==> src/rtl/i2c_pkg.sv <==
// Shared types and constants for the I2C target.
// State encoding, R/W constants, bus widths and a majority helper.
package i2c_pkg;

  localparam int ADDR_W = 7;
  localparam int DATA_W = 8;

  localparam logic READ  = 1'b1;
  localparam logic WRITE = 1'b0;

  typedef enum logic [2:0] {
    IDLE     = 3'd0,
    ADDR     = 3'd1,
    ADDR_ACK = 3'd2,
    TX       = 3'd3,
    TX_ACK   = 3'd4,
    RX       = 3'd5,
    RX_ACK   = 3'd6
  } state_t;

  function automatic logic maj3(input logic a,
                                input logic b,
                                input logic c);
    return (a & b) | (a & c) | (b & c);
  endfunction

endpackage

==> src/rtl/i2c_line_sync.sv <==
// Synchronises sclk/sda_in, optionally majority-filters them
// (I2C_SLAVE_GLITCH_FILTER_EN), and derives edge/START/STOP events.
// Ports: clk, rst (async, active-low), sclk, sda_in ->
//   sda_lvl, sclk_rise, sclk_fall, start, stop.
module i2c_line_sync
  import i2c_pkg::*;
#(
  parameter int SYNC_STAGES = 2
) (
  input  logic clk,
  input  logic rst,
  input  logic sclk,
  input  logic sda_in,
  output logic sda_lvl,
  output logic sclk_rise,
  output logic sclk_fall,
  output logic start,
  output logic stop
);

  logic [SYNC_STAGES-1:0] scl_sync;
  logic [SYNC_STAGES-1:0] sda_sync;
  logic scl_q, sda_q;
  logic scl_h, sda_h;

  // Reset to 1: an idle bus, so no false events on release.
  always_ff @(posedge clk or negedge rst) begin
    if (!rst) begin
      scl_sync <= '1;
      sda_sync <= '1;
    end else begin
      scl_sync <= {scl_sync[SYNC_STAGES-2:0], sclk};
      sda_sync <= {sda_sync[SYNC_STAGES-2:0], sda_in};
    end
  end

`ifdef I2C_SLAVE_GLITCH_FILTER_EN
  logic [1:0] scl_d, sda_d;
  logic scl_f, sda_f;

  // Registered vote over three samples: 2 clk extra latency,
  // single-cycle pulses never win the vote.
  always_ff @(posedge clk or negedge rst) begin
    if (!rst) begin
      scl_d <= '1;
      sda_d <= '1;
      scl_f <= 1'b1;
      sda_f <= 1'b1;
    end else begin
      scl_d <= {scl_d[0], scl_sync[SYNC_STAGES-1]};
      sda_d <= {sda_d[0], sda_sync[SYNC_STAGES-1]};
      scl_f <= maj3(scl_sync[SYNC_STAGES-1],
                    scl_d[0], scl_d[1]);
      sda_f <= maj3(sda_sync[SYNC_STAGES-1],
                    sda_d[0], sda_d[1]);
    end
  end

  assign scl_q = scl_f;
  assign sda_q = sda_f;
`else
  assign scl_q = scl_sync[SYNC_STAGES-1];
  assign sda_q = sda_sync[SYNC_STAGES-1];
`endif

  always_ff @(posedge clk or negedge rst) begin
    if (!rst) begin
      scl_h <= 1'b1;
      sda_h <= 1'b1;
    end else begin
      scl_h <= scl_q;
      sda_h <= sda_q;
    end
  end

  assign sda_lvl   = sda_q;
  assign sclk_rise = scl_q & ~scl_h;
  assign sclk_fall = ~scl_q & scl_h;
  // sclk must be high on both samples around the sda edge.
  assign start = scl_q & scl_h & sda_h & ~sda_q;
  assign stop  = scl_q & scl_h & ~sda_h & sda_q;

endmodule

==> src/rtl/i2c_slave.sv <==
// Oversampled I2C target: address match, byte receive and transmit.
// Ports: clk, rst (async, active-low), sclk, sda_in, sda_out, tx_data,
//   tx_req, rx_data, rx_valid, addr_match, state. Option: I2C_SLAVE_GLITCH_FILTER_EN.
module i2c_slave
  import i2c_pkg::*;
#(
  parameter logic [ADDR_W-1:0] SLAVE_ADDR  = 7'h50,
  parameter int                SYNC_STAGES = 2
) (
  input  logic              clk,
  input  logic              rst,
  input  logic              sclk,
  input  logic              sda_in,
  output logic              sda_out,
  input  logic [DATA_W-1:0] tx_data,
  output logic              tx_req,
  output logic [DATA_W-1:0] rx_data,
  output logic              rx_valid,
  output logic              addr_match,
  output logic [2:0]        state
);

  logic sda, sclk_rise, sclk_fall, start, stop;

  i2c_line_sync #(
    .SYNC_STAGES(SYNC_STAGES)
  ) u_sync (
    .clk      (clk),
    .rst      (rst),
    .sclk     (sclk),
    .sda_in   (sda_in),
    .sda_lvl  (sda),
    .sclk_rise(sclk_rise),
    .sclk_fall(sclk_fall),
    .start    (start),
    .stop     (stop)
  );

  state_t            st;
  logic [3:0]        cnt;
  logic [DATA_W-1:0] sh;
  logic              rw;
  logic              ack_on;
  logic              nack;

  assign state = st;

  always_ff @(posedge clk or negedge rst) begin
    if (!rst) begin
      st         <= IDLE;
      cnt        <= '0;
      sh         <= '0;
      rw         <= WRITE;
      ack_on     <= 1'b0;
      nack       <= 1'b1;
      sda_out    <= 1'b1;
      tx_req     <= 1'b0;
      rx_data    <= '0;
      rx_valid   <= 1'b0;
      addr_match <= 1'b0;
    end else begin
      tx_req   <= 1'b0;
      rx_valid <= 1'b0;
      if (stop) begin
        st         <= IDLE;
        sda_out    <= 1'b1;
        addr_match <= 1'b0;
      end else if (start) begin
        st         <= ADDR;
        sda_out    <= 1'b1;
        addr_match <= 1'b0;
        cnt        <= '0;
      end else begin
        unique case (st)
          IDLE: sda_out <= 1'b1;
          ADDR: if (sclk_rise) begin
            sh  <= {sh[DATA_W-2:0], sda};
            cnt <= cnt + 4'd1;
            if (cnt == 4'd7) begin
              rw     <= sda;
              ack_on <= 1'b0;
              st     <= (sh[ADDR_W-1:0] == SLAVE_ADDR)
                        ? ADDR_ACK : IDLE;
            end
          end
          ADDR_ACK: if (sclk_fall) begin
            if (!ack_on) begin
              sda_out    <= 1'b0;
              addr_match <= 1'b1;
              ack_on     <= 1'b1;
            end else if (rw == READ) begin
              sh      <= tx_data;
              tx_req  <= 1'b1;
              sda_out <= tx_data[DATA_W-1];
              cnt     <= 4'd1;
              st      <= TX;
            end else begin
              sda_out <= 1'b1;
              cnt     <= '0;
              st      <= RX;
            end
          end
          // cnt counts bits already placed on the bus.
          TX: if (sclk_fall) begin
            if (cnt == 4'd8) begin
              sda_out <= 1'b1;
              st      <= TX_ACK;
            end else begin
              sda_out <= sh[~cnt[2:0]];
              cnt     <= cnt + 4'd1;
            end
          end
          TX_ACK: begin
            if (sclk_rise) begin
              nack <= sda;
            end else if (sclk_fall) begin
              if (nack) begin
                sda_out <= 1'b1;
                st      <= IDLE;
              end else begin
                sh      <= tx_data;
                tx_req  <= 1'b1;
                sda_out <= tx_data[DATA_W-1];
                cnt     <= 4'd1;
                st      <= TX;
              end
            end
          end
          RX: if (sclk_rise) begin
            sh  <= {sh[DATA_W-2:0], sda};
            cnt <= cnt + 4'd1;
            if (cnt == 4'd7) begin
              rx_data  <= {sh[DATA_W-2:0], sda};
              rx_valid <= 1'b1;
              ack_on   <= 1'b0;
              st       <= RX_ACK;
            end
          end
          RX_ACK: if (sclk_fall) begin
            if (!ack_on) begin
              sda_out <= 1'b0;
              ack_on  <= 1'b1;
            end else begin
              sda_out <= 1'b1;
              cnt     <= '0;
              st      <= RX;
            end
          end
          default: st <= IDLE;
        endcase
      end
    end
  end

endmodule

==> config.mk <==
export PLATFORM = sky130hd
export DESIGN_NAME = i2c_slave
export DESIGN_NICKNAME = d
export VERILOG_FILES = /design/src/rtl/i2c_pkg.sv /design/src/rtl/i2c_line_sync.sv /design/src/rtl/i2c_slave.sv
export SDC_FILE = /design/constraint.sdc
export NUM_CORES = 1
export LEC_CHECK = 0
export CAP_MARGIN = 20
export CELL_PAD_IN_SITES_DETAIL_PLACEMENT = 0
export CELL_PAD_IN_SITES_GLOBAL_PLACEMENT = 1
export CORE_ASPECT_RATIO = 1.25
export CORE_UTILIZATION = 31
export DETAILED_ROUTE_END_ITERATION = 10
export GPL_TIMING_DRIVEN = 0
export PLACE_DENSITY_LB_ADDON = 0.1
export SLEW_MARGIN = 15
export SYNTH_ARGS = -nofsm -noshare
export SYNTH_HDL_FRONTEND = slang
export SYNTH_SLANG_ARGS = --single-unit
==> constraint.sdc <==
create_clock -name clk -period 2.4 [get_ports clk]
set_input_delay 0.6 -clock clk [delete_from_list [all_inputs] [get_ports clk]]
set_output_delay 0.6 -clock clk [all_outputs]
set_load 0.01 [all_outputs]
== Word level (Yosys, flattened, before mapping) ==
Cells that the tools add are included.
Operators by class
  add/subtract/negate cells: 1
  mux-type cells: 77
  reduce and logical (&&, ||, !) cells: 18
  bitwise gates (word level): 14
  equal/unequal tests: 42
  order comparisons: 1
Operators by type and width (count)
  8-bit 2-to-1 mux: 7
  4-bit != test (second input constant): 12
  3-bit 2-to-1 mux: 15
  4-bit 2-to-1 mux: 11
  1-bit 2-to-1 mux: 35
  3-bit != test (second input constant): 11
  8-bit case mux with 3 select lines: 1
  3-bit case mux with 7 select lines: 1
  4-bit case mux with 5 select lines: 1
  13-bit AND reduction: 1
  2-bit != test (second input constant): 6
  12-bit AND reduction: 1
  6-bit AND reduction: 2
  10-bit AND reduction: 1
  5-bit AND reduction: 2
  3-bit equality test (second input constant): 3
  3-bit nonzero test: 3
  1-bit AND: 7
  7-bit equality test (second input constant): 1
  7-bit nonzero test: 1
  3-bit by 2-bit equality test with 1-bit output (second input constant): 2
  2-bit by 1-bit != test with 1-bit output (second input constant): 3
  1-bit NOT: 6
  6-bit nonzero test: 1
  16 further kinds: 19
Storage, ports and cells
  input bits: 12
  bits in registers: 36
  output and inout port bits: 15

== Logic depth before layout (Yosys ltp) ==
  word-level depth: 8
  mapped depth: 7
  depth with buffers taken out: 7

== Modules after synthesis ==
Synthesis repeated with hierarchy kept, for this count alone.
Second synthesis, totals
  cells, all modules: 191
  area, all modules: 1981.9 µm²
By module, submodules not included
  i2c_slave: cells each 181, area each 1791.7 µm², seq. area each 753.2 µm², times used 1
  i2c_line_sync: cells each 10, area each 190.2 µm², seq. area each 157.7 µm², times used 1

== Least setup slack after synthesis ==
No wires, ideal clock.
  kind: reg2reg
  start point: reg cnt[0]
  end point: reg cnt[2]
  required time: 2.323 ns
  setup time: 0.077 ns
  period minus slack after synthesis: 1.761 ns
  setup slack: 0.639 ns
  arrival: 1.683 ns
  buffers on the path: 0
  stages on the path, launching flop included: 8
  cells stage by stage: dfrtp_1 inv_1 ha_1 and3b_1 o221ai_2 a31oi_2 or3_1 a21oi_1
Between the ends
  word-level cells in the longest chain between the ends: 5
  elaborated cells between the ends (all ways): 9
RTL lines
  start, declared: RTL line i2c_slave.sv:40  | logic [3:0] cnt;
  start signal, assigned: RTL line i2c_slave.sv:78  | cnt <= cnt + 4'd1;
  start signal, assigned: RTL line i2c_slave.sv:110  | cnt <= cnt + 4'd1;
  start signal, assigned: RTL line i2c_slave.sv:131  | cnt <= cnt + 4'd1;
  4-bit by 1-bit adder with 4-bit output: RTL line i2c_slave.sv:78, i2c_slave.sv:110, i2c_slave.sv:131
  4-bit 2-to-1 mux: RTL line i2c_slave.sv:105  | if (cnt == 4'd8) begin
  4-bit 2-to-1 mux: RTL line i2c_slave.sv:104  | TX: if (sclk_fall) begin
  4-bit case mux with 5 select lines: RTL line i2c_slave.sv:74  | unique case (st)
  4-bit 2-to-1 mux: RTL line i2c_slave.sv:68  | end else if (start) begin
Several ways; a longest one is shown, not always the timed one. The select of a mux whose other input is x is not followed.
A chain may end at the register's enable or synchronous reset.

== Final worst setup path ==
  start point: reg cnt[0]
  end point: reg cnt[3]
Same word-level chain as after synthesis.

==> flow_summary.json <==
{
  "status": "finished, final reports clean",
  "synth_nets": 222,
  "ctsResizeCount": 0,
  "synth_warnings": 0,
  "hpwl_mm": 3.86,
  "seq_area_frac_synth": 0.440,
  "cts-root-buf": "clkbuf_8",
  "rsz0062_at_grt": "no",
  "synthToLayoutAreaGrowth_pct": 23.8,
  "grt_pass1_wl_mm": 8.80,
  "cts_hold_buf": 0,
  "place_congestion": 0.833,
  "fill_cells": 664,
  "swShare": 0.344,
  "required_ns": 2.62,
  "fin_nets": 256,
  "finalCritPeriodShare": 0.841,
  "dpl_worst_slack_ns": 0.377,
  "power.leakage_nw": 1.08,
  "clockBufferDepth": 2,
  "detail_route.first_pass.iterations": 4,
  "ir_drop_mv": 0.273,
  "p_total_mw": 2.08,
  "max_slew_margin": 0.622,
  "die_area_um2": 7010,
  "crit_slowest_cell": "dfrtp_1",
  "cts_tree": "yes",
  "p_switching_uw": 716,
  "syn_area_um2": 2070,
  "grt_max_degree": 28,
  "slowest_delay_ns": 0.51,
  "cts_buffers": 5,
  "drv_cap": 0,
  "grt_pass1_vias": 1701,
  "critical_path_class": "flop to flop",
  "drc_errors": 0,
  "worstMarginPinSlew_ns": 0.567,
  "yosysMostFrequentCell": "nand2_1",
  "drtIter0Drc": 94,
  "post_cts_buffers": 0,
  "timing.final.ws_setup_ns": 0.382,
  "setup_violations": 0,
  "async_flop_share": 1.00,
  "synth_cell_type_count": 58,
  "htreeDepth": 2,
  "seq_power_share": 0.423,
  "hold_violations": 0,
  "syn-mean-instance-area_um2": 9.96,
  "ys_ff_latch": 36,
  "cp_cell_sequence": "inv_1, ha_1, and3b_1, o221ai_2, a31oi_2, or3_1, a21oi_1",
  "antenna_found_initial": 0,
  "cts.clk_slew.worst_paths_ns": 0.08,
  "io_buffers": 26,
  "combPwrFrac": 0.318,
  "pin_count": 27,
  "rows": 32,
  "min_period_ns": 2.02,
  "clkPwrFrac": 0.259,
  "wirelength_mm": 5.19,
  "whs_ns": 0.180,
  "fp.dieW_um": 75.1,
  "clock-sinks": 36,
  "via_count": 1696,
  "yosys.area.top_type": "dfrtp_1",
  "finClkSkew_ns": 0.00513,
  "p_int_mw": 1.37,
  "synth_top_cell_area_share": 0.338,
  "viasPerCell": 5.17,
  "grt_use_total": 0.169,
  "crit_path_max_fanout": 8,
  "ys_top_cells_by_area": "dfrtp_1 34%, dfstp_2 10%, mux2_1 8.7%",
  "ant_nets": 0,
  "synth-edff-count": 0,
  "arrival_ns": 2.23,
  "clock_latency_ns": 0.29,
  "wire_per_inst_um": 15.8,
  "power_density_nw_per_um2": 813,
  "start_kind": "flop",
  "netlist_top_cells_count": "38 x nand2_1, 28 x dfrtp_1, 16 x mux2_1",
  "core_area_um2": 6330,
  "start_util": 0.327,
  "die_h_um": 93.4,
  "gr-total-overflow": 0,
  "drive_above_1_share": 0.165,
  "min_path_type": "input port to async pin",
  "antenna_cells": 0,
  "ys.flop_type": "dfrtp_1",
  "synthCells": 208,
  "max_freq_mhz": 496,
  "final_max_slew_viol_count": 0,
  "endpoint_kind": "flop"
}
power groups by stage:
stage               Sequential (mW)  Clock (mW)  Combinational, mW
global placement              0.898           0              0.667
floorplan                     0.851           0              0.484
CTS                           0.885       0.558              0.670
global route                  0.911       0.583              0.736
detailed placement            0.897           0              0.666
finish                        0.881       0.541              0.663
through the flow:
| stage | cells | utilization | cell area (µm²) | TNS, ns |
|---|---|---|---|---|
| after floorplan | 208 | - | 2070 | 0 |
| after global placement | 319 | 0.385 | 2440 | -5.41 |
| after detailed placement | 320 | 0.388 | 2450 | 0 |
| after CTS | 328 | 0.405 | 2560 | 0 |
| after global routing | 328 | 0.405 | 2560 | 0 |
| final | 328 | 0.405 | 2560 | 0 |
final cells by class:
class / instances / area [µm²] / area share
Buffer: 9 / 62.6 / 0.0244
Clock buffer: 5 / 68.8 / 0.0268
Clock inverter: 3 / 42.5 / 0.0166
Inverter: 6 / 22.5 / 0.00878
Multi-Input combinational cell: 157 / 1070 / 0.419
Sequential cell: 36 / 911 / 0.355
Tap cell: 85 / 106 / 0.0415
Timing Repair Buffer: 27 / 275 / 0.107
final timing paths:
| path | from | slack (ns) | to | depth (start not counted) |
|---|---|---|---|---|
| max in group asynchronous | rst | 1.72 | u_sync.sda_sync[1] | 2 |
| min in group clk | u_sync.scl_sync[0] | 0.36 | u_sync.scl_sync[1] | 0 |
| worst max-delay path | cnt[0] | 0.38 | cnt[3] | 7 |
| worst min register to register | u_sync.scl_sync[0] | 0.36 | u_sync.scl_sync[1] | 0 |
| worst max register to register | cnt[0] | 0.38 | cnt[3] | 7 |
| worst min-delay path | rst | 0.18 | addr_match | 1 |
state kept, by name, summed over array words and instances (netlist names), 2 cells and up:
signal and flops:
u_sync.scl_sync 2, u_sync.sda_sync 2, cnt 4, sh 8, state 3, rx_data 8
critical path, delay by kind of cell, from the launching register on:
| family | cells | cell delay, ns |
|---|---|---|
| AND/OR/NAND/NOR | 2 | 0.60 |
| AO/OA/AOI/OAI | 3 | 0.53 |
| flip-flops | 1 | 0.51 |
| adder cells (fa/ha/maj) | 1 | 0.23 |
| buffers and inverters | 1 | 0.08 |
per-layer routing:
metal,vias up,track usage,share of wire
met4,0,0.0676,0.025
met1,827,0.218,0.44
met2,51,0.279,0.50
met5,-,0,0
li1,809,-,-
met3,9,0.0259,0.039
cell usage in the layout, fill, tap and decap left out, drive strengths merged, types with 5 or more instances in the layout:
master | netlist | final
a21oi | 12 | 12
buf | 7 | 9
clkbuf | 2 | 7
clkdlybuf4s50 | 0 | 25
dfrtp | 28 | 28
dfstp | 8 | 8
inv | 6 | 6
mux2 | 18 | 18
nand2 | 38 | 38
nand2b | 7 | 7
nor2 | 15 | 15
nor2b | 5 | 5
o21ai | 12 | 12
cell families (layout without fill, tap and decap cells):
kind of cell | Yosys count | count (layout) | share of synthesized area
buf+inv | 15 | 50 | 0.0411
simple gates | 88 | 88 | 0.229
fa+ha+maj | 2 | 2 | 0.0121
mux | 21 | 21 | 0.124
xor+xnor | 1 | 1 | 0.00423
flops | 36 | 36 | 0.440
compound gates | 45 | 45 | 0.149
Note: power is estimated with default switching activity, not from simulation.
